==> config.mk <==
export PLATFORM = sky130hd
export DESIGN_NAME = muldiv_sequencer
export DESIGN_NICKNAME = d
export VERILOG_FILES = /design/src/rtl/riscv_pkg.sv /design/src/rtl/muldiv_datapath.sv /design/src/rtl/muldiv_sequencer.sv
export SDC_FILE = /design/constraint.sdc
export NUM_CORES = 1
export LEC_CHECK = 0
export BUFFER_PORTS_ARGS = -buffer_cell sky130_fd_sc_hd__buf_2
export CAP_MARGIN = 25
export CORE_UTILIZATION = 50
export CTS_BUF_LIST = sky130_fd_sc_hd__clkbuf_4
export DETAILED_ROUTE_END_ITERATION = 10
export GPL_ROUTABILITY_DRIVEN = 0
export HOLD_SLACK_MARGIN = 0.12
export PLACE_DENSITY = 0.71
export SLEW_MARGIN = 20
export SYNTH_ARGS = -nofsm -noshare
export SYNTH_HDL_FRONTEND = slang
export SYNTH_SLANG_ARGS = --single-unit
==> constraint.sdc <==
create_clock -name clk -period 4.2 [get_ports clk]
set_clock_uncertainty 0.1 [all_clocks]
set_input_delay 0.42 -clock clk [delete_from_list [all_inputs] [get_ports clk]]
set_output_delay 0.42 -clock clk [all_outputs]
set_load 0.005 [all_outputs]
==> src/rtl/riscv_pkg.sv <==
// Shared RV32 decode constants and the M-extension sequencer state type.
package riscv_pkg;

  localparam logic [6:0] OP_R_T    = 7'b0110011;
  localparam logic [6:0] OP_I_T    = 7'b0010011;
  localparam logic [6:0] OP_LOAD   = 7'b0000011;
  localparam logic [6:0] OP_STORE  = 7'b0100011;
  localparam logic [6:0] OP_BRANCH = 7'b1100011;
  localparam logic [6:0] OP_JAL    = 7'b1101111;
  localparam logic [6:0] OP_JALR   = 7'b1100111;
  localparam logic [6:0] OP_LUI    = 7'b0110111;
  localparam logic [6:0] OP_AUIPC  = 7'b0010111;
  localparam logic [6:0] FUNCT7_M  = 7'b0000001;

  localparam logic [2:0] F3_MUL    = 3'b000;
  localparam logic [2:0] F3_MULH   = 3'b001;
  localparam logic [2:0] F3_MULHSU = 3'b010;
  localparam logic [2:0] F3_MULHU  = 3'b011;
  localparam logic [2:0] F3_DIV    = 3'b100;
  localparam logic [2:0] F3_DIVU   = 3'b101;
  localparam logic [2:0] F3_REM    = 3'b110;
  localparam logic [2:0] F3_REMU   = 3'b111;

  typedef enum logic [1:0] {IDLE, CALC, DONE} mds_state_t;

  function automatic logic signed_a(input logic [2:0] f3);
    return f3 inside {F3_MUL, F3_MULH, F3_MULHSU, F3_DIV, F3_REM};
  endfunction

  function automatic logic signed_b(input logic [2:0] f3);
    return f3 inside {F3_MUL, F3_MULH, F3_DIV, F3_REM};
  endfunction

endpackage

==> src/rtl/muldiv_datapath.sv <==
// Shared shift-add / restoring-subtract datapath with sign fix-up and result register.
module muldiv_datapath
  import riscv_pkg::*;
#(
  parameter int unsigned XLEN = 32
) (
  input  logic            clk,
  input  logic            rst,
  input  logic            load,
  input  logic            step,
  input  logic            finish,
  input  logic [2:0]      func3,
  input  logic [XLEN-1:0] src_a,
  input  logic [XLEN-1:0] src_b,
  output logic            special,
  output logic [XLEN-1:0] result
);

  localparam logic [XLEN-1:0] IntMin = {1'b1, {(XLEN-1){1'b0}}};

  // acc holds {high, low}: product for multiply, {remainder, quotient} for divide.
  logic [2*XLEN-1:0] acc_q, acc_d;
  logic [XLEN-1:0]   opb_q, opb_d;
  logic [XLEN-1:0]   res_q, res_d;
  logic [2:0]        f3_q, f3_d;
  logic              neg_q, neg_d;
  logic              dneg_q, dneg_d;

  logic              a_neg, b_neg, div_zero, ovf;
  logic [XLEN-1:0]   abs_a, abs_b;
  logic [XLEN:0]     mul_sum, rem_sh, rem_diff;
  logic [2*XLEN-1:0] prod;
  logic [XLEN-1:0]   quo, rmd, fixed;

  always_comb begin
    a_neg    = signed_a(func3) & src_a[XLEN-1];
    b_neg    = signed_b(func3) & src_b[XLEN-1];
    abs_a    = a_neg ? -src_a : src_a;
    abs_b    = b_neg ? -src_b : src_b;
    div_zero = func3[2] && (src_b == '0);
    ovf      = (func3 == F3_DIV || func3 == F3_REM) && (src_a == IntMin) && (src_b == '1);
    special  = div_zero | ovf;
  end

  always_comb begin
    acc_d    = acc_q;
    opb_d    = opb_q;
    f3_d     = f3_q;
    neg_d    = neg_q;
    dneg_d   = dneg_q;
    mul_sum  = {1'b0, acc_q[2*XLEN-1:XLEN]} +
               (acc_q[0] ? {1'b0, opb_q} : {(XLEN+1){1'b0}});
    rem_sh   = {acc_q[2*XLEN-1:XLEN], acc_q[XLEN-1]};
    rem_diff = rem_sh - {1'b0, opb_q};
    if (load) begin
      f3_d = func3;
      opb_d = func3[2] ? abs_b : abs_a;
      neg_d = a_neg ^ b_neg;
      dneg_d = a_neg;
      if (special) begin
        // Preload the answer so the unsigned fix-up path passes it through unchanged.
        acc_d  = ovf ? {{XLEN{1'b0}}, IntMin} : {src_a, {XLEN{1'b1}}};
        neg_d  = 1'b0;
        dneg_d = 1'b0;
      end else if (func3[2]) begin
        acc_d = {{XLEN{1'b0}}, abs_a};
      end else begin
        acc_d = {{XLEN{1'b0}}, abs_b};
      end
    end else if (step) begin
      if (f3_q[2]) begin
        if (!rem_diff[XLEN]) acc_d = {rem_diff[XLEN-1:0], acc_q[XLEN-2:0], 1'b1};
        else                 acc_d = {rem_sh[XLEN-1:0], acc_q[XLEN-2:0], 1'b0};
      end else begin
        acc_d = {mul_sum, acc_q[XLEN-1:1]};
      end
    end
  end

  always_comb begin
    prod  = neg_q ? -acc_q : acc_q;
    quo   = neg_q ? -acc_q[XLEN-1:0] : acc_q[XLEN-1:0];
    rmd   = dneg_q ? -acc_q[2*XLEN-1:XLEN] : acc_q[2*XLEN-1:XLEN];
    fixed = prod[XLEN-1:0];
    unique case (f3_q)
      F3_MUL:                       fixed = prod[XLEN-1:0];
      F3_MULH, F3_MULHSU, F3_MULHU: fixed = prod[2*XLEN-1:XLEN];
      F3_DIV, F3_DIVU:              fixed = quo;
      F3_REM, F3_REMU:              fixed = rmd;
    endcase
    res_d  = finish ? fixed : res_q;
    result = res_d;
  end

  always_ff @(posedge clk or posedge rst) begin
    if (rst) begin
      acc_q  <= '0;
      opb_q  <= '0;
      res_q  <= '0;
      f3_q   <= '0;
      neg_q  <= 1'b0;
      dneg_q <= 1'b0;
    end else begin
      acc_q  <= acc_d;
      opb_q  <= opb_d;
      res_q  <= res_d;
      f3_q   <= f3_d;
      neg_q  <= neg_d;
      dneg_q <= dneg_d;
    end
  end

endmodule

==> src/rtl/muldiv_sequencer.sv <==
// RV32M iterative multiply/divide control FSM; stalls the pipeline while an op is in flight.
module muldiv_sequencer
  import riscv_pkg::*;
#(
  parameter int unsigned XLEN = 32,
  parameter int unsigned CNTW = $clog2(XLEN)
) (
  input  logic            clk,
  input  logic            rst,
  input  logic            start,
  input  logic            flush,
  input  logic [2:0]      func3,
  input  logic [XLEN-1:0] srcA,
  input  logic [XLEN-1:0] srcB,
  output logic            busy,
  output logic            done,
  output logic [XLEN-1:0] result
);

  mds_state_t      state_q, state_d;
  logic [CNTW-1:0] count_q, count_d;
  logic            load, step, finish, special;

  muldiv_datapath #(
    .XLEN(XLEN)
  ) u_datapath (
    .clk    (clk),
    .rst    (rst),
    .load   (load),
    .step   (step),
    .finish (finish),
    .func3  (func3),
    .src_a  (srcA),
    .src_b  (srcB),
    .special(special),
    .result (result)
  );

  always_comb begin
    state_d = state_q;
    count_d = count_q;
    load    = 1'b0;
    step    = 1'b0;
    finish  = 1'b0;
    busy    = 1'b0;
    done    = 1'b0;
    unique case (state_q)
      IDLE: begin
        if (start && !flush) begin
          busy    = 1'b1;
          load    = 1'b1;
          count_d = '0;
          state_d = special ? DONE : CALC;
        end
      end
      CALC: begin
        busy = 1'b1;
        if (flush) begin
          state_d = IDLE;
        end else begin
          step    = 1'b1;
          count_d = count_q + 1'b1;
          if (count_q == CNTW'(XLEN - 1)) state_d = DONE;
        end
      end
      DONE: begin
        state_d = IDLE;
        // A flushed instruction must not see its result retire.
        if (!flush) begin
          done   = 1'b1;
          finish = 1'b1;
        end
      end
      default: state_d = IDLE;
    endcase
    if (rst) busy = 1'b0;
  end

  always_ff @(posedge clk or posedge rst) begin
    if (rst) begin
      state_q <= IDLE;
      count_q <= '0;
    end else begin
      state_q <= state_d;
      count_q <= count_d;
    end
  end

endmodule
==> flow_summary.toml <==
[floorplan]
rows = 62
io_pins = 105
die_w_um = 173
die_h_um = 173
coreArea_um2 = 28800
initial_core_util_pct = 50.9
die_area_um2 = 30000

[power]
vdd_drop_max_mv = 0.298
power.internal_mw = 4.64
switching_share_pct = 53.6
p_sw_mw = 5.35
p_leak_nw = 7.08
power_frac_seq_pct = 22.0
power.share.clock_pct = 9.6
finalPower_mw = 9.99
powerDensity_nw_per_um2 = 609
p_comb_share_pct = 68.3

[placement]
placed_area_um2 = 15600
dp_hpwl_mm = 42.2
io_buffer_count = 104

[setup_path]
r2r_cells = 12
cp.required_ns = 3.68
rrSetupSlack_ns = 0.21
cp_max_fo = 7
arrival_ns = 3.75
cpLargestDelayFamily = "simple AND/OR/NAND/NOR gates"
critPathLaunchType = "register"
cp_slowest_stage_delay_ns = 0.55
cp_slowest_cell = "or4_4"
rr_startpoint = "u_datapath.acc_q[31]$_DFFE_PP0P_"
endpoint_kind = "output port"
r2r_end = "u_datapath.acc_q[39]$_DFFE_PP0P_"
path_class = "register to output port"
path_buf_inv = 1
path_cells = "or4_4, or3_4, or2_4, o31ai_2, xor2_1, nor2_1, a21o_1, a222oi_1, o21ai_1, buf_2"

[global_route]
use_met1_pct = 49.3
grt_max_degree = 141
antenna_found_initial = 2
grt_pass1_vias = 14900
busiest_layer = "met2"
grt_usage_pct = 36.6
use_met3_pct = 7.37
grt_pass1_wl_mm = 85.4
grt_use_met2_pct = 54.0
grt.overflow.total = 0

[final_layout]
finalNetCount = 2180
seqCellArea_um2 = 3520
layout.cells.most_common = "nand2_1"
final_util_pct = 57.0
fin_area_um2 = 16400
fill_cells = 2733
mostFrequentLayoutCells = "nand2_1 (201), o21ai_0 (196), nor2_1 (169)"
drive_above_1_share_pct = 14.8
areaGrowthSynthToFinish_pct = 11.9
multiInputGateArea_um2 = 10500

[yosys]
synthTopCellsByArea = "dfrtp_1 (24%), o21ai_0 (7.1%), ha_1 (6.1%)"
synth_top_area_cell = "dfrtp_1"
async_flop_share_pct = 100
ys_seq_elements = 140
synth_edf_count = 0
synth_warnings = 0
synth.distinct_cells = 81
synth_top_flop_cell = "dfrtp_1"
syn-num-nets = 2106
synth-seq-area-share_pct = 23.9
syn_inst = 1962
synth.top_cell.area_share_pct = 23.9
netlist_area_um2 = 14700
avgSynthCellArea_um2 = 7.47

[sta]
timing.final.ws_setup_ns = -0.0677
rsz0062_at_grt = "yes"
hold_ws_ns = 0.121
relSlewSlack_pct = 28.4
hold_viol = 0
period_share_pct = 102
tightest_slew_ns = 1.07
fin_tns_setup_ns = -0.168
slew_violations = 0
clock.fmax_mhz = 234
final-setup-viol-count = 4
fin_crit_ns = 4.27

[routing]
dr.first_iter.drc_count = 2230
postRouteWirelength_mm = 56.0
antenna_left = 0
route.detailed.drc = 0
firstDrtPassIters = 7
via_count = 16100
wl_per_cell_um = 23.0
avgViaCountPerCell = 6.63

[clock_tree]
numCtsBuffers = 17
h-tree-depth = 4
cts_root_buf = "clkbuf_4"
clk_pin_slew_ns = 0.18
clkLatencyLatePin_ns = 0.60
clk_path_buf_depth = 2
cts_tree = "built"
clock_sinks = 140

[outcome]
violations = "negative setup slack"
status = "complete, but fails checks"

[hold_path]
hold_path.startpoint = "srcA[21]"
hold_depth = 3
hold_end = "u_datapath.acc_q[53]$_DFFE_PP0P_"
min_path_type = "input pin to register"

[run]
max_cap_violations = 0
-- final cells by class --
type                       count  area share [%]
clock inverter                15            1.03
antenna                        1          0.0153
tap                          384            2.93
sequential                   140            21.5
multi-input combinational   1608            64.2
inverter                      67            1.58
timing repair buffer         202            7.99
clock buffer                  17           0.778
-- worst max path at each step --
stage,cells after the start,startpoint,slack [ns],endpoint
6_report,10,u_datapath.acc_q[10]$_DFFE_PP0P_,-0.07,result[21]
5_1_grt,10,u_datapath.acc_q[13]$_DFFE_PP0P_,-0.24,result[31]
4_1_cts,10,u_datapath.acc_q[10]$_DFFE_PP0P_,-0.04,result[31]
3_5_place_dp,10,u_datapath.acc_q[14]$_DFFE_PP0P_,0.23,result[19]
3_3_place_gp,12,u_datapath.acc_q[31]$_DFFE_PP0P_,0.40,u_datapath.acc_q[39]$_DFFE_PP0P_
2_1_floorplan,9,u_datapath.acc_q[54]$_DFFE_PP0P_,0.76,result[29]
-- tightest hold or removal path, stage by stage --
cell and delay, ns:
buf_2 0.18, a22oi_1 0.10, o21ai_0 0.08
-- power by group through the flow --
stage	logic (mW)	registers [mW]	clock network (mW)
finish	6.83	2.20	0.963
global route	7.37	2.21	1.01
CTS	6.53	2.15	0.963
detailed placement	6.39	2.19	0
global placement	6.29	2.17	0
floorplan	4.78	1.91	0
-- flip-flops by register name, indices dropped and copies added (netlist names) --
register	count
u_datapath.res_q	32
count_q	5
u_datapath.acc_q	64
u_datapath.opb_q	32
u_datapath.f3_q	3
u_datapath.neg_q	1
state_q	2
u_datapath.dneg_q	1
-- routing by layer --
layer  vias up  wire length [µm]
met4         2              3880
met1      7526             22400
li1       7273                 -
met3       237              6350
met5         -                11
met2      1106             23300
-- synth_stat cells, drive strengths merged (32+ instances only) --
| master | instances |
|---|---|
| o21ai | 215 |
| a21oi | 169 |
| o22ai | 32 |
| nor3 | 49 |
| o31ai | 33 |
| dfrtp | 140 |
| ha | 71 |
| xor2 | 100 |
| o211ai | 33 |
| nand2 | 205 |
| a21o | 32 |
| nor2 | 171 |
| mux2i | 47 |
| xnor2 | 95 |
| inv | 67 |
| clkbuf | 125 |
-- repair_timing --
| item | CTS | global route |
|---|---|---|
| hold buffers | 14 | 0 |
| endpoints found under the hold margin | 153 | 0 |
| setup endpoints to repair | 28 | 26 |
| pin swaps | 5 | 15 |
| gates cloned | 0 | 0 |
| resized for setup | 28 | 35 |
| setup buffers | 10 | 14 |
-- logic make-up (layout without fill, tap and decap cells) --
family          after synthesis  after routing  synth area share (%)
compound gates              686            686                  29.3
simple gates                605            605                  19.8
buf+inv                     214            301                  5.59
xor+xnor                    195            195                  11.7
flops                       140            140                  23.9
fa+ha+maj                    73             73                  6.34
mux                          49             49                  3.36
other cells                   0              1                     0
-- stage by stage --
step	setup WS (ns)	instances
finish	-0.0677	2434
global route	-0.237	2434
CTS	-0.0413	2418
detailed placement	0.232	2362
global placement	0.400	2362
floorplan	0.763	1962
No activity file was read; power rests on OpenSTA's default activity.
